**src/rtl/dmem_arbiter_pkg.sv**
```systemverilog
// Shared definitions for the data-memory arbiter.
//   MASK_*        maskmode encodings understood by data_memory
//   state_t       arbiter FSM states
//   access_legal  size/alignment check for a single request
package dmem_arbiter_pkg;

   localparam logic [1:0] MASK_BYTE = 2'b00;
   localparam logic [1:0] MASK_HALF = 2'b01;
   localparam logic [1:0] MASK_WORD = 2'b10;

   typedef enum logic {
      ST_IDLE   = 1'b0,
      ST_ACCESS = 1'b1
   } state_t;

   // A request is legal when its size is defined and its address is
   // naturally aligned to that size.
   function automatic logic access_legal(input logic [1:0] mask,
                                         input logic [1:0] addr_lo);
      logic legal;
      case (mask)
         MASK_BYTE: legal = 1'b1;
         MASK_HALF: legal = (addr_lo[0] == 1'b0);
         MASK_WORD: legal = (addr_lo == 2'b00);
         default:   legal = 1'b0;
      endcase
      return legal;
   endfunction

endpackage

```
**src/rtl/dmem_arbiter_rr_arbiter2.sv**
```systemverilog
// Two-way round-robin grant, purely combinational.
//   valid   in  2  requester valid bits
//   favour  in  1  port that wins when both are valid
//   grant   out 2  one-hot grant (or 00 when nothing is valid)
// The favour register lives in the parent so it only moves on a handshake.
module rr_arbiter2 (
   input  logic [1:0] valid,
   input  logic       favour,
   output logic [1:0] grant
);

   for (genvar gi = 0; gi < 2; gi++) begin : g_grant
      // A port wins if it is valid and either alone or currently favoured.
      assign grant[gi] = valid[gi] & (~valid[1-gi] | (favour == 1'(gi)));
   end

endmodule

```
**src/rtl/dmem_arbiter.sv**
```systemverilog
// Shares one data_memory port between the core LSU (port 0) and the
// debug/loader (port 1). Each accepted request takes one registered ACCESS
// cycle followed by a one-cycle response pulse to its owner.
//   clk, rstn          clock, asynchronous active-low reset
//   req_*_i / req_ready_o   per-port valid/ready request channel
//   rsp_valid_o/err/rdata   registered response (rdata 0 for stores/errors)
//   mem_write .. write_data to data_memory (all registered), read_data back
module dmem_arbiter
   import dmem_arbiter_pkg::*;
#(
   parameter int DATA_WIDTH = 32,
   parameter int ADDR_WIDTH = 32
) (
   input  logic                       clk,
   input  logic                       rstn,
   input  logic [1:0]                 req_valid_i,
   output logic [1:0]                 req_ready_o,
   input  logic [1:0]                 req_write_i,
   input  logic [1:0][1:0]            req_mask_i,
   input  logic [1:0]                 req_sext_i,
   input  logic [1:0][ADDR_WIDTH-1:0] req_addr_i,
   input  logic [1:0][DATA_WIDTH-1:0] req_wdata_i,
   output logic [1:0]                 rsp_valid_o,
   output logic                       rsp_err_o,
   output logic [DATA_WIDTH-1:0]      rsp_rdata_o,
   output logic                       mem_write,
   output logic                       mem_read,
   output logic [1:0]                 maskmode,
   output logic                       sext,
   output logic [ADDR_WIDTH-1:0]      address,
   output logic [DATA_WIDTH-1:0]      write_data,
   input  logic [DATA_WIDTH-1:0]      read_data
);

   state_t                  state_reg, state_next;
   logic                    favour_reg;
   logic [1:0]              grant;
   logic                    sel;
   logic                    sel_write, sel_sext, sel_legal;
   logic [1:0]              sel_mask;
   logic [ADDR_WIDTH-1:0]   sel_addr;
   logic [DATA_WIDTH-1:0]   sel_wdata;
   logic                    id_reg, err_reg;
   logic                    mem_write_reg, mem_read_reg, mem_sext_reg;
   logic [1:0]              mem_mask_reg;
   logic [ADDR_WIDTH-1:0]   mem_addr_reg;
   logic [DATA_WIDTH-1:0]   mem_wdata_reg;
   logic [1:0]              rsp_valid_reg;
   logic                    rsp_err_reg;
   logic [DATA_WIDTH-1:0]   rsp_rdata_reg;

   rr_arbiter2 u_rr (
      .valid  (req_valid_i),
      .favour (favour_reg),
      .grant  (grant)
   );

   // Winner's request fields; grant is one-hot so grant[1] is the port id.
   assign sel       = grant[1];
   assign sel_write = req_write_i[sel];
   assign sel_mask  = req_mask_i[sel];
   assign sel_sext  = req_sext_i[sel];
   assign sel_addr  = req_addr_i[sel];
   assign sel_wdata = req_wdata_i[sel];
   assign sel_legal = access_legal(sel_mask, sel_addr[1:0]);

   always_ff @(posedge clk or negedge rstn) begin
      if (!rstn) begin
         state_reg <= ST_IDLE;
      end else begin
         state_reg <= state_next;
      end
   end

   always_comb begin
      state_next  = state_reg;
      req_ready_o = 2'b00;
      case (state_reg)
         ST_IDLE: begin
            // Reset holds every output low, including the combinational ready.
            if (rstn) begin
               req_ready_o = grant;
            end
            if (|grant) begin
               state_next = ST_ACCESS;
            end
         end
         ST_ACCESS: state_next = ST_IDLE;
         default:   state_next = ST_IDLE;
      endcase
   end

   // Request latch and memory-side registers. The mem_* registers are loaded
   // at the handshake only for legal requests, so an illegal ACCESS and the
   // idle bus both present all zeros to data_memory.
   always_ff @(posedge clk or negedge rstn) begin
      if (!rstn) begin
         favour_reg    <= 1'b0;
         id_reg        <= 1'b0;
         err_reg       <= 1'b0;
         mem_write_reg <= 1'b0;
         mem_read_reg  <= 1'b0;
         mem_sext_reg  <= 1'b0;
         mem_mask_reg  <= '0;
         mem_addr_reg  <= '0;
         mem_wdata_reg <= '0;
         rsp_valid_reg <= '0;
         rsp_err_reg   <= 1'b0;
         rsp_rdata_reg <= '0;
      end else begin
         rsp_valid_reg <= 2'b00;
         if (state_reg == ST_IDLE && (|grant)) begin
            favour_reg <= ~sel;
            id_reg     <= sel;
            err_reg    <= ~sel_legal;
            if (sel_legal) begin
               mem_write_reg <= sel_write;
               mem_read_reg  <= ~sel_write;
               mem_mask_reg  <= sel_mask;
               // data_memory has no zero-extend word path; word sext must be 0.
               mem_sext_reg  <= (sel_mask == MASK_WORD) ? 1'b0 : sel_sext;
               mem_addr_reg  <= sel_addr;
               mem_wdata_reg <= sel_wdata;
            end
         end else if (state_reg == ST_ACCESS) begin
            rsp_valid_reg[id_reg] <= 1'b1;
            rsp_err_reg           <= err_reg;
            rsp_rdata_reg         <= mem_read_reg ? read_data : '0;
            mem_write_reg         <= 1'b0;
            mem_read_reg          <= 1'b0;
            mem_sext_reg          <= 1'b0;
            mem_mask_reg          <= '0;
            mem_addr_reg          <= '0;
            mem_wdata_reg         <= '0;
         end
      end
   end

   assign rsp_valid_o = rsp_valid_reg;
   assign rsp_err_o   = rsp_err_reg;
   assign rsp_rdata_o = rsp_rdata_reg;
   assign mem_write   = mem_write_reg;
   assign mem_read    = mem_read_reg;
   assign maskmode    = mem_mask_reg;
   assign sext        = mem_sext_reg;
   assign address     = mem_addr_reg;
   assign write_data  = mem_wdata_reg;

endmodule

```
**config.mk**
```make
export PLATFORM = sky130hd
export DESIGN_NAME = dmem_arbiter
export DESIGN_NICKNAME = d
export VERILOG_FILES = /design/src/rtl/dmem_arbiter_pkg.sv /design/src/rtl/dmem_arbiter_rr_arbiter2.sv /design/src/rtl/dmem_arbiter.sv
export SDC_FILE = /design/constraint.sdc
export NUM_CORES = 1
export LEC_CHECK = 0
export BUFFER_PORTS_ARGS = -buffer_cell sky130_fd_sc_hd__buf_2
export CAP_MARGIN = 20
export CORE_MARGIN = 5
export CORE_UTILIZATION = 45
export CTS_CLUSTER_SIZE = 30
export DETAILED_ROUTE_END_ITERATION = 10
export PLACE_DENSITY = 0.87
export SYNTH_ARGS = -nofsm -noshare
export SYNTH_HDL_FRONTEND = slang
export SYNTH_SLANG_ARGS = --single-unit
```
**constraint.sdc**
```tcl
create_clock -name clk -period 2.6 [get_ports clk]
set_clock_uncertainty 0.2 [all_clocks]
set_input_delay 0.52 -clock clk [delete_from_list [all_inputs] [get_ports clk]]
set_output_delay 0.52 -clock clk [all_outputs]
set_load 0.02 [all_outputs]
```
==> results.md <==
- Status: complete, no violations
- Clk buf depth: 2
- Cell Area, Synth: 5020 sq um
- Achievable Freq: 0.403 GHz
- Fraction of layout cells with a size suffix above 1: 59.6%
- IO Pins: 278
- CTS sink cnt: 108
- Worst-Margin Slew: 839 ps
- Max-slew violations: 0
- Cells after Synth: 354
- Die area: 13400 sq um
- Buffers on Ports: 277
- Total power: 4.92 mW
- Worst rel slew slack: 44.1%
- Mapped Nets: 526
- Iter 0 DRT Violations: 162
- WL final: 14.6 mm
- Routed via count: 4159
- Routed Antenna Nets: 0
- Endpoints failing setup: 0
- Hold Buf Count CTS: 0
- Vias in the first global route: 4304
- R2R Setup Slk: 180 ps
- Seq/Total Area, Yosys: 53.8%
- Post-synthesis register bit count: 108
- Power Density: 728 nW/um^2
- Dominant cell type by area after synthesis: dfrtp_1
- CTS tree: yes
- Total CTS buffers: 9
- Die span in y: 116 um
- Crit path from: favour_reg
- RSZ-0062 raised after global routing: no
- Clock root cell: clkbuf_8
- Commonest non-fill, non-tap cell in the layout: buf_2
- GRT Util Overall: 20.8%
- R2r startpoint: favour_reg
- Worst-path clk slew: 100 ps
- CTS H-tree lvls: 3
- DR WL/cell: 18.8 um
- Post-cts sizing count: 0
- Tmin final: 2480 ps
- Grt total ovfl: 0
- Worst Reg-to-Reg Cells: 6
- First-pass GRT wire length: 21.9 mm
- Routed vias/inst: 5.37
- YS warnings: 0
- Syn Area/Cell: 14.2 sq um
- Worst-Skew Late Latency: 360 ps
- Setup bufs post-CTS: 0
- Worst EP arrival: 1760 ps
- Initial antenna violation count: 1
- Starting Density: 46.1%
- CP Class: reg2out
- Pin count of the biggest net entering global routing: 70
- Critical R2R Capture: write_data[15]
- Dominant cells by area after synthesis: dfrtp_1 54%, mux2_4 17%, a22o_1 17%, clkbuf_1 1.6%, buf_8 1.2%
- Drt drc: 0
- Area growth from synthesis to layout: 34.5%
- # rows: 38
- Most frequent cells in the layout: 276 x buf_2, 108 x dfrtp_1, 95 x a22o_1
- CP endpoint kind: primary output
- CP max FO: 5
- Hpwl dp: 11.4 mm
- CP Data Required Time: 1880 ps
- Core area: 10900 sq um
- Drt pass-1 iters: 4
- Leak pwr: 3.81 nW
- FILL cells: 865
- Setup tns final: 0 ps
- Synth cell types: 33
- Die width: 116 um
- Hold Path Class: in2async
- Global placer's final weighted congestion: 0.865
- Max cap viols: 0
- Endpoints failing hold: 0
- Final period utilization: 95.4%
- Max IR drop VDD: 0.351 mV
- Nets: 800
- Worst setup SP type: register
- Post-synth top area share: 53.8%
-- synthesized netlist by cell type (all sizes together) --
master and n:
buf 7, a41o 1, clkbuf 21, a221oi 1
inv 4, mux2 64, o2111ai 1, a31oi 1
o211ai 2, nand4 2, nor2 9, and2 4
o21ai 6, mux2i 4, dfrtp 108, a21oi 2
nand2 6, a21bo 1, o32ai 2, a22o 95
and2b 1, a211oi 2, a21o 3, nand2b 2
nand3 2, nor4 2, o221a 1
-- cells by family after synthesis --
logic type,Yosys count,share of synthesized area (%)
buffers and inverters,32,3.74
AO/OA/AOI/OAI,118,20.2
AND/OR/NAND/NOR,28,2.77
flip-flops,108,53.8
multiplexers,68,19.5
-- worst max path at each step --
stage / depth (start not counted) / slack (ps) / end
floorplan: 5 / 110 / req_ready_o[1]
global placement: 7 / 180 / write_data[14]
detailed placement: 7 / 100 / write_data[15]
CTS: 6 / 110 / req_ready_o[1]
global route: 6 / 10 / req_ready_o[1]
finish: 6 / 120 / req_ready_o[1]
-- power breakdown --
| group | leakage, nW | total [mW] | internal (mW) | switching (mW) |
|---|---|---|---|---|
| Combinational | 2.29 | 1.79 | 0.826 | 0.968 |
| Sequential | 1.43 | 2.17 | 1.99 | 0.188 |
| Clock | 0.0921 | 0.950 | 0.364 | 0.586 |
| Total | 3.81 | 4.92 | 3.18 | 1.74 |
-- metal layers --
metal / vias to the layer above / global-route usage (%) / part of all wire [%]
met5: - / 0 / 0
met1: 2043 / 25.1 / 39
met3: 26 / 3.39 / 6.7
met2: 181 / 37.2 / 52
met4: 0 / 8.12 / 2.1
li1: 1909 / - / -
-- area by class of cell --
class | count | area (sq um) | area share (%)
flip-flops and latches | 108 | 2700 | 40.0
clock buffers | 9 | 124 | 1.83
inverters | 4 | 15.0 | 0.222
multi-input cells | 214 | 2160 | 31.9
clock inverters | 7 | 58.8 | 0.871
well taps | 140 | 175 | 2.59
diodes | 1 | 2.50 | 0.0371
repair buffers | 291 | 1520 | 22.5
-- through the flow --
step | setup slack [ps] | instances | hold WS, ps | area, sq um | util (%)
floorplan | 110 | 354 | 24.4 | 5020 | -
global placement | 181 | 757 | 230 | 6570 | 60.3
detailed placement | 98.5 | 757 | 255 | 6570 | 60.3
CTS | 110 | 773 | 36.1 | 6750 | 62.0
global route | 14.1 | 774 | 76.9 | 6750 | 62.0
finish | 119 | 774 | 29.8 | 6750 | 62.0
-- critical path, cell delays in order, from the launching register on --
cell and delay (ps):
dfrtp_1 430, nand2b_1 200, nand2_1 190, buf_4 200
nor2_4 40, and2_1 180, buf_2 160
No activity file was read; power rests on OpenSTA's default activity.
